### config.mk
export PLATFORM = sky130hd
export DESIGN_NAME = seg_serial_driver
export DESIGN_NICKNAME = d
export VERILOG_FILES = /design/src/rtl/seg_serial_driver.sv
export SDC_FILE = /design/constraint.sdc
export NUM_CORES = 1
export LEC_CHECK = 0
export ABC_AREA = 1
export BUFFER_PORTS_ARGS = -buffer_cell sky130_fd_sc_hd__buf_4
export CORE_MARGIN = 5
export CORE_UTILIZATION = 40
export CTS_CLUSTER_DIAMETER = 200
export DETAILED_ROUTE_END_ITERATION = 16
export PLACE_DENSITY = 0.67
export RECOVER_POWER = 100
export SLEW_MARGIN = 20
export SYNTH_ARGS = -nofsm -noshare
export SYNTH_HDL_FRONTEND = slang
export SYNTH_SLANG_ARGS = --single-unit
### constraint.sdc
create_clock -name clk -period 4.9 [get_ports clk]
set_input_delay 1.47 -clock clk [delete_from_list [all_inputs] [get_ports clk]]
set_output_delay 1.47 -clock clk [all_outputs]
set_load 0.01 [all_outputs]
### src/rtl/seg_serial_driver.sv
// Seven-segment serial driver: snapshots a 32-bit debug word,
// encodes 8 hex digits and shifts a 64-bit frame into the board chain.
//
// Ports:
//   clk        system clock, rising edge
//   rst        asynchronous reset, active low
//   data       8 hex digits, digit7 = data[31:28]
//   point      per-digit decimal point enable
//   les        per-digit blink enable
//   blink      blink phase, blanks digits with les set
//   seg_clk    serial shift clock
//   seg_do     serial data, frame MSB first
//   seg_pen    latch strobe after the last bit
//   seg_clr    chain clear, active low
//   busy       high in LOAD, SHIFT and LATCH
//   frame_done one-cycle pulse on the last LATCH cycle

module seg_serial_driver #(
   parameter int CLK_DIV = 4,
   parameter int GAP     = 16
) (
   input  logic        clk,
   input  logic        rst,
   input  logic [31:0] data,
   input  logic [7:0]  point,
   input  logic [7:0]  les,
   input  logic        blink,
   output logic        seg_clk,
   output logic        seg_do,
   output logic        seg_pen,
   output logic        seg_clr,
   output logic        busy,
   output logic        frame_done
);

   localparam int DW = (CLK_DIV > 1) ? $clog2(CLK_DIV) : 1;
   localparam int GW = (GAP > 1) ? $clog2(GAP) : 1;

   localparam logic [DW-1:0] DIV_LAST = DW'(CLK_DIV - 1);
   localparam logic [GW-1:0] GAP_LAST = GW'(GAP - 1);
   localparam logic          DIV_ONE  = (CLK_DIV == 1);

   typedef enum logic [1:0] {
      S_IDLE,
      S_LOAD,
      S_SHIFT,
      S_LATCH
   } state_t;

   state_t          r_state;
   logic [GW-1:0]   r_gap;
   logic [DW-1:0]   r_div;
   logic [5:0]      r_idx;
   logic [63:0]     r_frame;
   logic [63:0]     w_frame;

   // Active-low segment pattern {g,f,e,d,c,b,a}
   function automatic logic [6:0] f_seg(
      input logic [3:0] n
   );
      logic [6:0] s;
      s = 7'h7F;
      unique case (n)
         4'h0: s = 7'h40;
         4'h1: s = 7'h79;
         4'h2: s = 7'h24;
         4'h3: s = 7'h30;
         4'h4: s = 7'h19;
         4'h5: s = 7'h12;
         4'h6: s = 7'h02;
         4'h7: s = 7'h78;
         4'h8: s = 7'h00;
         4'h9: s = 7'h10;
         4'hA: s = 7'h08;
         4'hB: s = 7'h03;
         4'hC: s = 7'h46;
         4'hD: s = 7'h21;
         4'hE: s = 7'h06;
         4'hF: s = 7'h0E;
      endcase
      return s;
   endfunction

   // Blanking wins over the decimal point
   always_comb begin
      w_frame = '0;
      for (int i = 0; i < 8; i++) begin
         if (les[i] && blink)
            w_frame[i*8 +: 8] = 8'hFF;
         else
            w_frame[i*8 +: 8] =
               {~point[i], f_seg(data[i*4 +: 4])};
      end
   end

   always_ff @(posedge clk or negedge rst) begin
      if (!rst) begin
         r_state    <= S_IDLE;
         r_gap      <= '0;
         r_div      <= '0;
         r_idx      <= '0;
         r_frame    <= '0;
         seg_clk    <= 1'b0;
         seg_do     <= 1'b0;
         seg_pen    <= 1'b0;
         seg_clr    <= 1'b0;
         busy       <= 1'b0;
         frame_done <= 1'b0;
      end else begin
         seg_clr    <= 1'b1;
         frame_done <= 1'b0;
         unique case (r_state)
            S_IDLE: begin
               if (r_gap == GAP_LAST) begin
                  r_gap   <= '0;
                  busy    <= 1'b1;
                  r_state <= S_LOAD;
               end else begin
                  r_gap <= r_gap + GW'(1);
               end
            end
            // Frame register is the per-frame snapshot;
            // the first bit is presented as SHIFT begins.
            S_LOAD: begin
               r_frame <= w_frame;
               r_idx   <= 6'd63;
               r_div   <= '0;
               seg_clk <= 1'b0;
               seg_do  <= w_frame[63];
               r_state <= S_SHIFT;
            end
            S_SHIFT: begin
               if (r_div != DIV_LAST) begin
                  r_div <= r_div + DW'(1);
               end else begin
                  r_div <= '0;
                  if (!seg_clk) begin
                     seg_clk <= 1'b1;
                  end else begin
                     seg_clk <= 1'b0;
                     if (r_idx == 6'd0) begin
                        seg_do     <= 1'b0;
                        seg_pen    <= 1'b1;
                        frame_done <= DIV_ONE;
                        r_state    <= S_LATCH;
                     end else begin
                        r_idx   <= r_idx - 6'd1;
                        r_frame <= {r_frame[62:0], 1'b0};
                        seg_do  <= r_frame[62];
                     end
                  end
               end
            end
            S_LATCH: begin
               if (r_div == DIV_LAST) begin
                  r_div   <= '0;
                  seg_pen <= 1'b0;
                  busy    <= 1'b0;
                  r_state <= S_IDLE;
               end else begin
                  r_div      <= r_div + DW'(1);
                  frame_done <= ((r_div + DW'(1)) == DIV_LAST);
               end
            end
         endcase
      end
   end

endmodule

* Word-level counts from Yosys, hierarchy flattened
Memories as Yosys holds them, arrays and structs flattened.
Cells that the tools add are included.
** Word-level totals
- Memory bits (read-only) :: 896
- Bits of input ports :: 51
- Memories kept :: 8
- Logic and storage cells :: 105
- Bits in registers :: 83
** Operators by class
- $add $sub $neg :: 3
- Eq/ne operators :: 13
- Reduce and logical (&&, ||, !) cells :: 20
- Mux-type cells :: 42
- Bitwise logic cells :: 8
** Memories
- (no name shown) :: words 16, width 7, read ports 1, clocked after Yosys merged registers in 0, wr ports 0, line 63 : unique case (n)
- (no name shown) :: words 16, width 7, read ports 1, clocked after Yosys merged registers in 0, wr ports 0, line 63
- (no name shown) :: words 16, width 7, read ports 1, clocked after Yosys merged registers in 0, wr ports 0, line 63
- (no name shown) :: words 16, width 7, read ports 1, clocked after Yosys merged registers in 0, wr ports 0, line 63
- (no name shown) :: words 16, width 7, read ports 1, clocked after Yosys merged registers in 0, wr ports 0, line 63
- (no name shown) :: words 16, width 7, read ports 1, clocked after Yosys merged registers in 0, wr ports 0, line 63
- 2 more memories
** Operators by type and width (number)
- $mux 63 :: 3
- $pmux 63 s2 :: 1
- $mux 8 :: 8
- $mux 6 :: 3
- $mux 2 :: 7
- $ne 2x2->1 const B :: 7
- $mux 1 :: 12
- $pmux 6 s2 :: 1
- $reduce_and 5->1 :: 2
- $eq 2x2->1 const B :: 4
- $logic_and 1x1->1 :: 8
- $not 1->1 :: 8
- $pmux 1 s2 :: 4
- $pmux 2 s4 :: 1
- $logic_not 6->1 :: 1
- $pmux 2 s3 :: 1
- $reduce_and 3->1 :: 2
- $reduce_bool 2->1 :: 3
- $sub 6x1->6 const B :: 1
- $add 4x1->4 const B :: 1
- $eq 4x4->1 const B :: 1
- $mux 4 :: 1
- $reduce_and 4->1 :: 1
- $reduce_bool 3->1 :: 1
- other kinds (4) :: 4

* Depth between registers and ports, before layout
- Depth after elaboration :: 5
- Mapped depth :: 11
- Mapped depth without buffers :: 10

* Least setup slack after synthesis
Ideal clock, no wire load.
- Path type :: input -> register
- From :: input port data[0]
- To :: register r_frame[3]
- Path slack :: 2589 ps
- Required time :: 4817 ps
- Data arrival time :: 2228 ps
- Stages :: 6
- Path buffers :: 0
- Cells stage by stage :: inv_1 > ha_1 > nand3b_1 > nand3_1 > nor2_1 > o21ai_0
** On the way
- Word-level cells in the longest chain between the ends :: 3
** RTL lines
- start, declared :: line 24 : input logic [31:0] data,
- $mem_v2 16x7
- $mux 8 :: line 88 : if (les[i] && blink)
- $pmux 63 s2 :: line 112 : unique case (r_state)
- end signal, assigned :: line 125 : r_frame <= w_frame;
- end signal, assigned :: line 148 : r_frame <= {r_frame[62:0], 1'b0};
- end, declared :: line 54 : logic [63:0] r_frame;
No other way between the ends.
A chain may end at the register's enable or synchronous reset.

* Worst setup path in the final report
- From :: register r_state[0]
- To :: register r_frame[25]
** On the way
- Word-level cells in the longest chain between the ends :: 3
** RTL lines
- start, declared :: line 50 : state_t r_state;
- start signal, assigned :: line 98 : r_state <= S_IDLE;
- start signal, assigned :: line 117 : r_state <= S_LOAD;
- start signal, assigned :: line 130 : r_state <= S_SHIFT;
- $eq 2x2->1 or $eq 2x1->1 (tied branches) :: line 112
- $ne 2x2->1 (no line) or $reduce_bool 2->1 (tied branches)
- $reduce_and 4->1 (no line)
Several ways; a longest one is shown, not always the timed one.

==> out/results.txt <==
Outcome - finished, violations left
Violated checks - capacitance limit, slew limit
HPWL Detailed - 9.46 mm
Worst vdd ir - 0.000133 V
Crit path cell chain - inv_1 -> ha_1 -> clkbuf_1 -> clkinv_1 -> nand2_1 -> nand2_1 -> nand2_2 -> buf_4 -> o21ai_0
Seq cells post-synth - 83
Crit Path Max Fanout - 52
Synthesized area per cell - 7.05 um2
GPL Wtd Cong - 0.896
Post-route ant nets - 0
Total Wirelength - 13.4 mm
Post-CTS Hold Buffers - 0
Final Hold Fails - 0
Wirelength per Cell - 12.0 um
NumNets Final - 1,034
CP endpoint kind - flop
Largest net degree at the start of global routing - 84
# clock sinks - 83
Area of the core - 15,200 um2
Initial DRC count - 310
Post-synth EDFFs - 0
Cell mode on critical path - nand2_1
Layout Utilization - 0.457
Clk_skew - 0.00745 ns
Pleak - 3.55 nW
Fin crit period - 3.35 ns
Die Span X - 135 um
Startpoint Class - flop
Kind of critical path - reg -> reg
Synth cell types - 32
Die height - 135 um
I/O Buffers - 56
CTS Buffer Depth - 2
Max stage delay on crit path - 0.65 ns
Max Slew Vio Count - 84
Cts bufs inserted - 9
Clock transition at the registers of the reported paths - 0.06 ns
Register area share after synthesis - 0.335
First-pass DRT Iterations - 5
Main area contributors after synthesis - dfrtp_1 33%, nand2_1 18%, ha_1 13%, nand3_1 12%, o21ai_0 4.8%
Relative max-transition margin - -0.370
Worst Hold Class - reg -> reg
Row cnt - 45
Initial Utilization - 0.408
Clock tree root driver cell - clkbuf_16
Syn-to-layout area delta - 12.1%
N_diodes - 0
Syn nets - 997
Initial antenna violation count - 0
GRT overflow - 0
Ys async rst share - 1.00
CTS tree - done
Main synth FF type - dfrtp_1
Worst-Skew Late Latency - 0.34 ns
PostCTS Resize Cnt - 0
Slowest cell on crit path - nand2_2
Worst-Margin Slew - 2.05 ns
Pwr Density - 238 nW/um2
Vias in the first global route - 5,071
Synth cell count leaders - 294 x nand2_1, 144 x nand3_1, 83 x dfrtp_1
Top-count cell post-synth - nand2_1
Via count - 5,538
All-Layer GR Usage - 0.151
RSZ-0062 raised after global routing - no
CP arrival - 3.54 ns
R2r setup slk - 1.55 ns
Residual DRC - 0
Ys Warns - 0
First-pass GRT wire length - 23.2 mm
Vias/cell - 4.99
Yosys top cell by area - dfrtp_1
Syn Inst Count - 880
Maximum operating frequency - 299 MHz
Post-Syn Area - 6200 um2
Layout cells sized above 1 - 0.0933
Sum of negative setup slack - 0 ns
Maxcap violations - 1
Setup bufs post-CTS - 0
Top cell type's share of synthesized area - 0.335
Setup Viol. Count Final - 0
CP required - 5.10 ns
H-tree depth - 3
Final period util - 0.683
Die area - 18,100 um2
Total power - 1.66 mW
I/O pin cnt - 57
cell families after synthesis:
logic type	count (synthesis)	share of synthesized area
AO/OA/AOI/OAI	92	0.0775
XOR/XNOR	1	0.00141
adder cells (fa/ha/maj)	66	0.133
buffers and inverters	106	0.0736
flip-flops	83	0.335
other	1	0.000605
AND/OR/NAND/NOR	531	0.379
cell type report:
type	count	area, um2
Sequential cell	83	2080
Timing Repair Buffer	59	414
Inverter	73	274
Tap cell	188	235
Clock buffer	11	253
Clock inverter	5	36.3
Fill cell	1553	8250
Multi-Input combinational cell	691	3660
per-layer routing:
metal / track usage / vias up / part of all wire
li1: - / 2901 / -
met1: 0.213 / 2529 / 0.50
met2: 0.246 / 99 / 0.46
met3: 0.0209 / 9 / 0.035
met4: 0.0373 / 0 / 0.0082
met5: 0 / - / 0
worst max-delay path, delay by kind of cell (launching register included):
family / cells / cell delay (ns)
simple gates: 3 / 0.89
buf+inv: 4 / 1.36
compound gates: 1 / 0.15
fa+ha+maj: 1 / 0.38
flops: 1 / 0.40
sequential cells by signal, indices dropped and copies added (netlist names):
name and flops:
frame_done 1, r_frame 63, r_gap 4, seg_clr 1, seg_do 1, r_idx 6
r_state 2, r_div 2, busy 1, seg_pen 1, seg_clk 1
path summary, 6_finish.rpt:
path                            start          end  depth (start not counted)
max reg2reg                r_state[0]  r_frame[25]                          9
max in group asynchronous         rst   r_frame[5]                          1
min                        r_frame[2]   r_frame[2]                          2
min in group asynchronous         rst  r_frame[35]                          1
min reg2reg                r_frame[2]   r_frame[2]                          2
max                        r_state[0]  r_frame[25]                          9
power breakdown:
part | leakage (nW) | internal, mW | switching, mW
Combinational | 2.43 | 0.105 | 0.145
Sequential | 0.986 | 0.733 | 0.0224
Clock | 0.134 | 0.372 | 0.278
Total | 3.55 | 1.21 | 0.446
per-stage QoR:
step / worst slack, ns / std cells / area [um2] / hold slack, ns
final: 1.55 / 1110 / 6950 / 0.469
after global routing: 1.11 / 1110 / 6950 / 0.492
after CTS: 2.00 / 1110 / 6990 / 0.475
after detailed placement: 2.02 / 1094 / 6700 / 0.458
after global placement: 2.17 / 1094 / 6700 / 0.455
after floorplan: 2.59 / 880 / 6200 / 0.441
placed cells by master (no fill, tap or decap), types with 4 or more instances in the layout:
cell       synthesis  routed
o211ai_1           5       5
nand2_1          294     295
inv_1             67      67
clkinv_1           4       5
nor2_1            29      30
nand4_1            5       5
clkbuf_1           8       7
or2_1              6       6
buf_4              1      51
or2_2             14      14
clkbuf_16          0       9
dfrtp_1           83      83
nor3_1             4       4
a21oi_1           14      14
ha_1              66      66
nand3_1          144     144
or2_0             27      27
o21ai_0           59      67
(Power assumes the default switching activity.)
